--- src/rtl/bram_stream_reader_pkg.sv ---
// bram_stream_reader_pkg: shared state encoding and BRAM constants for the stream reader
package bram_stream_reader_pkg;
  typedef enum logic [1:0] {IDLE, FETCH, DRAIN} state_t;
  localparam int BRAM_WORD_BYTES = 4;
  localparam int DEFAULT_DEPTH_WORDS = 801;
endpackage

--- src/rtl/stream_fifo.sv ---
// stream_fifo: small circular output buffer with occupancy count; push/pop guarded against over/underflow
module stream_fifo #(
  parameter int W = 32,
  parameter int DEPTH = 4
) (
  input  logic                     clk,
  input  logic                     rst,
  input  logic                     push_i,
  input  logic [W-1:0]             din_i,
  input  logic                     pop_i,
  output logic [W-1:0]             dout_o,
  output logic [$clog2(DEPTH):0]   count_o,
  output logic                     empty_o,
  output logic                     full_o
);
  localparam int AW = $clog2(DEPTH);
  logic [W-1:0] mem_q [DEPTH];
  logic [AW-1:0] rd_q, wr_q;
  logic [AW:0] count_q;
  logic do_push, do_pop;
  assign empty_o = count_q == '0;
  assign full_o = count_q == (AW+1)'(DEPTH);
  assign do_push = push_i && !full_o;
  assign do_pop = pop_i && !empty_o;
  assign dout_o = mem_q[rd_q];
  assign count_o = count_q;
  // storage array, no reset needed since occupancy gates visibility
  always_ff @(posedge clk)
    if (do_push) mem_q[wr_q] <= din_i;
  // pointers and occupancy; simultaneous push and pop leave count unchanged
  always_ff @(posedge clk)
    if (rst) begin
      rd_q <= '0;
      wr_q <= '0;
      count_q <= '0;
    end else begin
      wr_q <= do_push ? wr_q + AW'(1) : wr_q;
      rd_q <= do_pop ? rd_q + AW'(1) : rd_q;
      count_q <= count_q + {{AW{1'b0}}, do_push} - {{AW{1'b0}}, do_pop};
    end
endmodule

--- src/rtl/bram_stream_reader.sv ---
// bram_stream_reader: bursts words out of a 1-cycle-latency BRAM into a ready/valid stream; bounds check enabled by BRAM_READER_ADDR_CHECK_EN
module bram_stream_reader
  import bram_stream_reader_pkg::*;
#(
  parameter int DATA_W = 32,
  parameter int DEPTH_WORDS = DEFAULT_DEPTH_WORDS,
  parameter int FIFO_DEPTH = 4
) (
  input  logic              clk,
  input  logic              rst,
  input  logic              start,
  input  logic [31:0]       base_addr,
  input  logic [9:0]        len,
  output logic              busy,
  output logic              done,
  output logic              err,
  output logic              R_req,
  output logic [31:0]       addr,
  input  logic [DATA_W-1:0] R_data,
  output logic [3:0]        W_req,
  output logic [DATA_W-1:0] W_data,
  output logic              m_valid,
  input  logic              m_ready,
  output logic [DATA_W-1:0] m_data
);
  localparam int CW = $clog2(FIFO_DEPTH);
`ifdef BRAM_READER_ADDR_CHECK_EN
  localparam bit CHECK_EN = 1'b1;
`else
  localparam bit CHECK_EN = 1'b0;
`endif
  state_t state_q, state_d;
  logic [31:0] addr_q, addr_d;
  logic [9:0] remain_q, remain_d;
  logic inflight_q, done_q, done_d, err_q, err_d;
  logic [CW:0] count;
  logic empty, full, push, pop, oob, finish;
  stream_fifo #(.W(DATA_W), .DEPTH(FIFO_DEPTH)) u_fifo (
    .clk(clk), .rst(rst), .push_i(push), .din_i(R_data), .pop_i(pop),
    .dout_o(m_data), .count_o(count), .empty_o(empty), .full_o(full)
  );
  assign oob = CHECK_EN && ((({1'b0, base_addr} >> 2) + 33'(len)) > 33'(DEPTH_WORDS));
  assign push = inflight_q && !full;
  assign pop = !empty && m_ready;
  assign m_valid = !empty;
  assign R_req = state_q == FETCH && remain_q != '0 && (int'(count) + int'(inflight_q) < FIFO_DEPTH);
  assign finish = state_q == DRAIN && !inflight_q && (empty || (count == (CW+1)'(1) && pop));
  assign busy = state_q != IDLE;
  assign done = done_q;
  assign err = err_q;
  assign addr = addr_q;
  assign W_req = 4'b0000;
  assign W_data = '0;
  // burst sequencing: accept/reject start, issue reads under credit, finish once drained
  always_comb begin
    state_d = state_q;
    addr_d = addr_q;
    remain_d = remain_q;
    done_d = 1'b0;
    err_d = 1'b0;
    if (state_q == IDLE && start) begin
      if (len == '0) done_d = 1'b1;
      else if (oob) err_d = 1'b1;
      else begin
        state_d = FETCH;
        addr_d = base_addr & ~32'd3;
        remain_d = len;
      end
    end
    if (R_req) begin
      addr_d = addr_q + 32'(BRAM_WORD_BYTES);
      remain_d = remain_q - 10'd1;
      state_d = remain_q == 10'd1 ? DRAIN : state_q;
    end
    if (finish) begin
      done_d = 1'b1;
      state_d = IDLE;
    end
  end
  // state registers; in-flight flag tracks last cycle's read so its data lands next cycle
  always_ff @(posedge clk)
    if (rst) begin
      state_q <= IDLE;
      addr_q <= '0;
      remain_q <= '0;
      inflight_q <= 1'b0;
      done_q <= 1'b0;
      err_q <= 1'b0;
    end else begin
      state_q <= state_d;
      addr_q <= addr_d;
      remain_q <= remain_d;
      inflight_q <= R_req;
      done_q <= done_d;
      err_q <= err_d;
    end
endmodule

--- config.mk ---
export PLATFORM = sky130hd
export DESIGN_NAME = bram_stream_reader
export DESIGN_NICKNAME = d
export VERILOG_FILES = /design/src/rtl/bram_stream_reader_pkg.sv /design/src/rtl/stream_fifo.sv /design/src/rtl/bram_stream_reader.sv
export SDC_FILE = /design/constraint.sdc
export NUM_CORES = 1
export LEC_CHECK = 0
export ABC_AREA = 1
export CAP_MARGIN = 0
export CORE_UTILIZATION = 47
export DETAILED_ROUTE_END_ITERATION = 10
export PLACE_DENSITY = 0.77
export SLEW_MARGIN = 25
export SYNTH_ARGS = -nofsm -noshare
export SYNTH_HDL_FRONTEND = slang
export SYNTH_SLANG_ARGS = --single-unit
--- constraint.sdc ---
create_clock -name clk -period 2.7 [get_ports clk]
set_input_delay 0.54 -clock clk [delete_from_list [all_inputs] [get_ports clk]]
set_output_delay 0.54 -clock clk [all_outputs]
set_load 0.005 [all_outputs]
* Word level (Yosys, flattened, before mapping)
Memory sizes are Yosys's and may differ from the RTL's. A register that Yosys moved wholly into a read port is not among the register bits. Cells that the tools add are included.
Cells by class: add/subtract/negate cells 7, order comparisons 1, equality and inequality tests 7, multiplexer cells 17, reduce and logical (&&, ||, !) cells 23
Operators with widths (count):
- $mux W32 | 3
- $add A32 B3 Y32 const B | 1
- $mux W10 | 3
- $mux W2 | 6
- $eq A10 B1 Y1 const B | 1
- $logic_and A1 B1 Y1 | 10
- $logic_not A10 Y1 | 1
- $reduce_bool A10 Y1 | 1
- $sub A10 B1 Y10 const B | 1
- $mux W1 | 5
- $add A2 B1 Y2 const B | 2
- $add A3 B1 Y4 | 1
- $lt A4 B3 Y1 const B | 1
- $reduce_bool A2 Y1 | 2
- $add A3 B1 Y3 | 1
- $eq A3 B1 Y1 const B | 1
- $eq A3 B3 Y1 const B | 1
- $logic_not A1 Y1 | 3
- $logic_not A3 Y1 | 1
- $reduce_and A3 Y1 | 1
- $sub A3 B1 Y3 | 1
- $eq A2 B1 Y1 const B | 1
- $eq A2 B2 Y1 const B | 1
- $logic_not A2 Y1 | 1
- other kinds (5) | 5
Word-level totals: register bits after elaboration 53, RAM bits 128, output and inout bits 105, logic and storage cells 64, memories kept 1
Memories:
- u_fifo.mem_q | depth 4, width 32, rd ports 1, clocked after Yosys merged registers in 1, wr ports 1, line stream_fifo.sv:17 | logic [W-1:0] mem_q [DEPTH];

* Logic depth before layout (Yosys ltp)
depth after elaboration 7, mapped depth 11, mapped depth without buffers 11

* Cells and area by module
Synthesis repeated with hierarchy kept, for this count alone.
Second synthesis, totals: cell total of the unflattened synthesis 946, area, all modules 8785.9 µm²
Modules (own cells, without submodules):
- stream_fifo | instances 1, cells an instance 378, area an instance 5262.5 µm², sequential area each 4023.9 µm²
- bram_stream_reader | instances 1, cells an instance 568, area an instance 3523.4 µm², sequential area each 880.8 µm²

* Worst setup path before layout
OpenSTA, ideal clock, no wires.
kind reg-to-reg, start point register u_fifo.count_q[1], in the netlist u_fifo.count_o[1], end point memory u_fifo.mem_q[0][0] (enable), library setup time 0.421 ns, arrival 2.262 ns, setup slack 0.017 ns, stages on the path, launching flop included 5, buffers on the path 0, period minus slack after synthesis 2.683 ns, cell sequence dfxtp_1 > inv_1 > a31oi_1 > inv_1 > nor2_1
Between the ends: cells in the longest elaborated chain, start to end 6
Ends and longest elaborated chain:
- start, declared | line stream_fifo.sv:19 | logic [AW:0] count_q;
- start signal, assigned | line stream_fifo.sv:39 | count_q <= count_q + {{AW{1'b0}}, do_push} - {{AW{1'b0}}, do_pop};
- $eq A3 B3 Y1 (*) | line stream_fifo.sv:22 | assign full_o = count_q == (AW+1)'(DEPTH);
- $logic_not A1 Y1 (*) | line stream_fifo.sv:23, bram_stream_reader.sv:43
- $logic_and A1 B1 Y1 | line bram_stream_reader.sv:43 | assign push = inflight_q && !full;
- $logic_and A1 B1 Y1 (*) | line stream_fifo.sv:23 | assign do_push = push_i && !full_o;
- net u_fifo.do_push | line stream_fifo.sv:20 | logic do_push, do_pop;
- $mux W1 (*) | line stream_fifo.sv:29 | if (do_push) mem_q[wr_q] <= din_i;
- $mux W1 (implied by the code) (*) | line stream_fifo.sv:29
- end, declared | line stream_fifo.sv:17
The timed path passes the listed nets; every way through them passes the cells marked *.

* Final worst setup path
start point register u_fifo.count_q[1], in the netlist u_fifo.count_o[1], end point output R_req
Between the ends: cells in the longest elaborated chain, start to end 3
Ends and longest elaborated chain:
- $add A3 B1 Y4 | line bram_stream_reader.sv:46 | assign R_req = state_q == FETCH && remain_q != '0 && (int'(count) + int'(inflight_q) < FIFO_DEPTH);
- $lt A4 B3 Y1 | line bram_stream_reader.sv:46
- $logic_and A1 B1 Y1 | line bram_stream_reader.sv:46
- end, declared | line bram_stream_reader.sv:17 | output logic R_req,
Every way passes these cells.

==> results.yml <==
setup_path:
  worst_setup_path_end_kind: "primary output"
  slowest_delay_ps: 540
  worstPathRequired_ps: 2160
  path_max_fanout: 6
  worstSetupStartpointType: "flip-flop"
  crit_slowest_cell: "clkdlybuf4s50_1"
  crit_top_cell: "nand3_1"
  worst-setup-path-type: "reg -> out"
  arrival_ps: 2040
  crit_chain: "ha_1 -> nand3_1 -> nand2_1 -> inv_1 -> nand3_1 -> nor2_2 -> clkdlybuf4s50_1"
power_and_ir_drop:
  power_density_nw_per_um2: 756.5
  ir_worst_vdd_mv: 0.4959
  p_leak_uw: 0.003984
clocking:
  path_clk_slew_ps: 80
  clockBufferDepth: 2
  h-tree-depth: 4
  cts.sinks: 181
  cts_resized: 0
  cts_tree: "built"
  hold_buffers: 0
  cts-buffers-inserted: 17
  post-cts-setup-buffers: 0
  clkLatencyLatePin_ps: 440
  cts_root_buf: "clkbuf_16"
floorplanning:
  rows: 49
  die_h_um: 138.2
  dieWidth_um: 138.2
  floorplan.initialDensity_pct: 48.18
  design.core.area_um2: 18090
  io_pins: 183
  die_area_um2: 19090
global_route:
  grt_pass1_vias: 6433
  grt_max_degree: 49
  grt_overflow: 0
  antenna_found_initial: 1
  track_usage_pct: 21.55
  grt_pass1_wl_um: 32540
synthesis:
  synth_cell_types: 38
  synthCells: 963
  ys_warn_count: 0
  async_reset_ff_share_pct: 0
  synth.avg_cell_area_um2: 9.049
  syn_area_um2: 8715
  ys_ff_latch: 181
  ys.flop_type: "edfxtp_1"
  synth-seq-area-share_pct: 56.28
  synth_edf_count: 128
layout:
  final_common_cell: "nand2_1"
  layout_common_cells: "nand2_1, nor2_1, clkdlybuf4s50_1"
  final_cells: 1342
  num-nets-final: 1189
  drive_above_1_share_pct: 6.835
  syn2layout_area_growth_pct: 25.04
timing:
  fin_skew_ps: 9.931
  finalHoldViolCount: 0
  setup_slack_ps: 123.3
  slew_headroom_pct: 66.23
  timing.final.max_slew_violations: 0
  setup_violations: 0
  min_period_over_period_pct: 95.43
  fmax_ghz: 0.3881
  rsz0062_at_grt: "false"
  worstMarginPinSlew_ps: 506.6
  post-route-min-period_ps: 2577
  whs_ps: 470.8
  setup_tns_ps: 0
run_status:
  outcome: "finished, violations left"
  violations: "design-rule violations"
routing:
  drc_errors: 26
  wl_per_cell_um: 14.83
  vias_per_cell: 5.199
  wl_um: 19900
  first_iter_violations: 542
  vias: 6977
  ant_nets: 0
  drt_first_pass_iters: 8
placement:
  port_buffers: 141
  gp_congestion: 0.9229
  preCtsSetupSlack_ps: 291.6
  dp_cells: 1309
  hpwl_um: 13380
min_path:
  hold_path_class: "reg -> reg"
run:
  maxCapViolCount: 0
[final timing paths]
check / slack (ps) / startpoint / to / depth (start not counted)
max: 120 / u_fifo.count_o[1] / R_req / 7
min: 470 / u_fifo.rd_q[1] / u_fifo.rd_q[1] / 2
max reg2reg: 770 / u_fifo.count_o[0] / u_fifo.count_o[2] / 11
min reg2reg: 470 / u_fifo.rd_q[1] / u_fifo.rd_q[1] / 2
[Yosys cell counts, types with 8 or more instances]
library cell    n  area share, %
o21ai_0        91            5.2
edfxtp_1      128             44
buf_2          11           0.63
ha_1           11            1.6
xor2_1          8           0.80
buf_4          40            3.4
dfxtp_1        53             12
inv_1          76            3.3
nand3_1        79            4.5
nand2_1       160            6.9
clkbuf_1       21           0.90
o22ai_1        32            2.3
o21ai_1        14           0.80
a21oi_1        39            2.2
nor2_1        146            6.3
[metrics by stage]
stage / utilization [%] / instance area, um^2 / power, uW
after global placement: 56.79 / 10270 / 5747
after detailed placement: 56.79 / 10270 / 5799
after floorplan: - / 8857 / 4744
after CTS: 60.21 / 10890 / 8278
final: 60.25 / 10900 / 8244
after global routing: 60.25 / 10900 / 8695
[worst max-delay path: cells and delay by family, from the launching register on]
| family | cells | cell delay [ps] |
|---|---|---|
| and+or+nand+nor | 4 | 440 |
| buffers and inverters | 2 | 600 |
| adders and majority gates | 1 | 210 |
| DFF | 1 | 360 |
[cell type report]
| class | count | area, um^2 |
|---|---|---|
| clock inverters | 15 | 193.9 |
| clock buffers | 17 | 425.4 |
| well taps | 229 | 286.5 |
| inverters | 79 | 296.5 |
| multi-input cells | 659 | 3158 |
| flip-flops and latches | 181 | 4910 |
| diodes | 1 | 2.502 |
| repair buffers | 161 | 1624 |
| fillers | 1485 | 7189 |
[cells by family (layout without fill, tap and decap cells)]
family	count (synthesis)	in the layout	share of synthesized area [%]
AND/OR/NAND/NOR	405	405	19.33
XOR/XNOR	15	15	1.508
adder cells (fa/ha/maj)	12	12	1.809
AO/OA/AOI/OAI	188	188	11.69
buffers and inverters	161	272	9.347
other	1	40	0.04303
flip-flops	181	181	56.28
[metal layers]
layer / global-route usage (%) / routed length (um)
met5: 0 / 0
met4: 7.156 / 298
met3: 3.879 / 1183
met2: 36.01 / 9580
met1: 28.44 / 8841
[sequential cells by signal, summed over array words and instances, names as in the netlist, named ones only]
name	count
addr	30
u_fifo.count_o	3
u_fifo.wr_q	2
u_fifo.mem_q	128
inflight_q	1
u_fifo.rd_q	2
remain_q	10
done	1
state_q	2
[where the power goes]
| group | internal [uW] | switching, uW |
|---|---|---|
| sequential | 3190 | 239 |
| combinational | 1130 | 1190 |
| clock | 1270 | 1230 |
| total | 5590 | 2660 |
No activity file was read; power rests on OpenSTA's default activity.
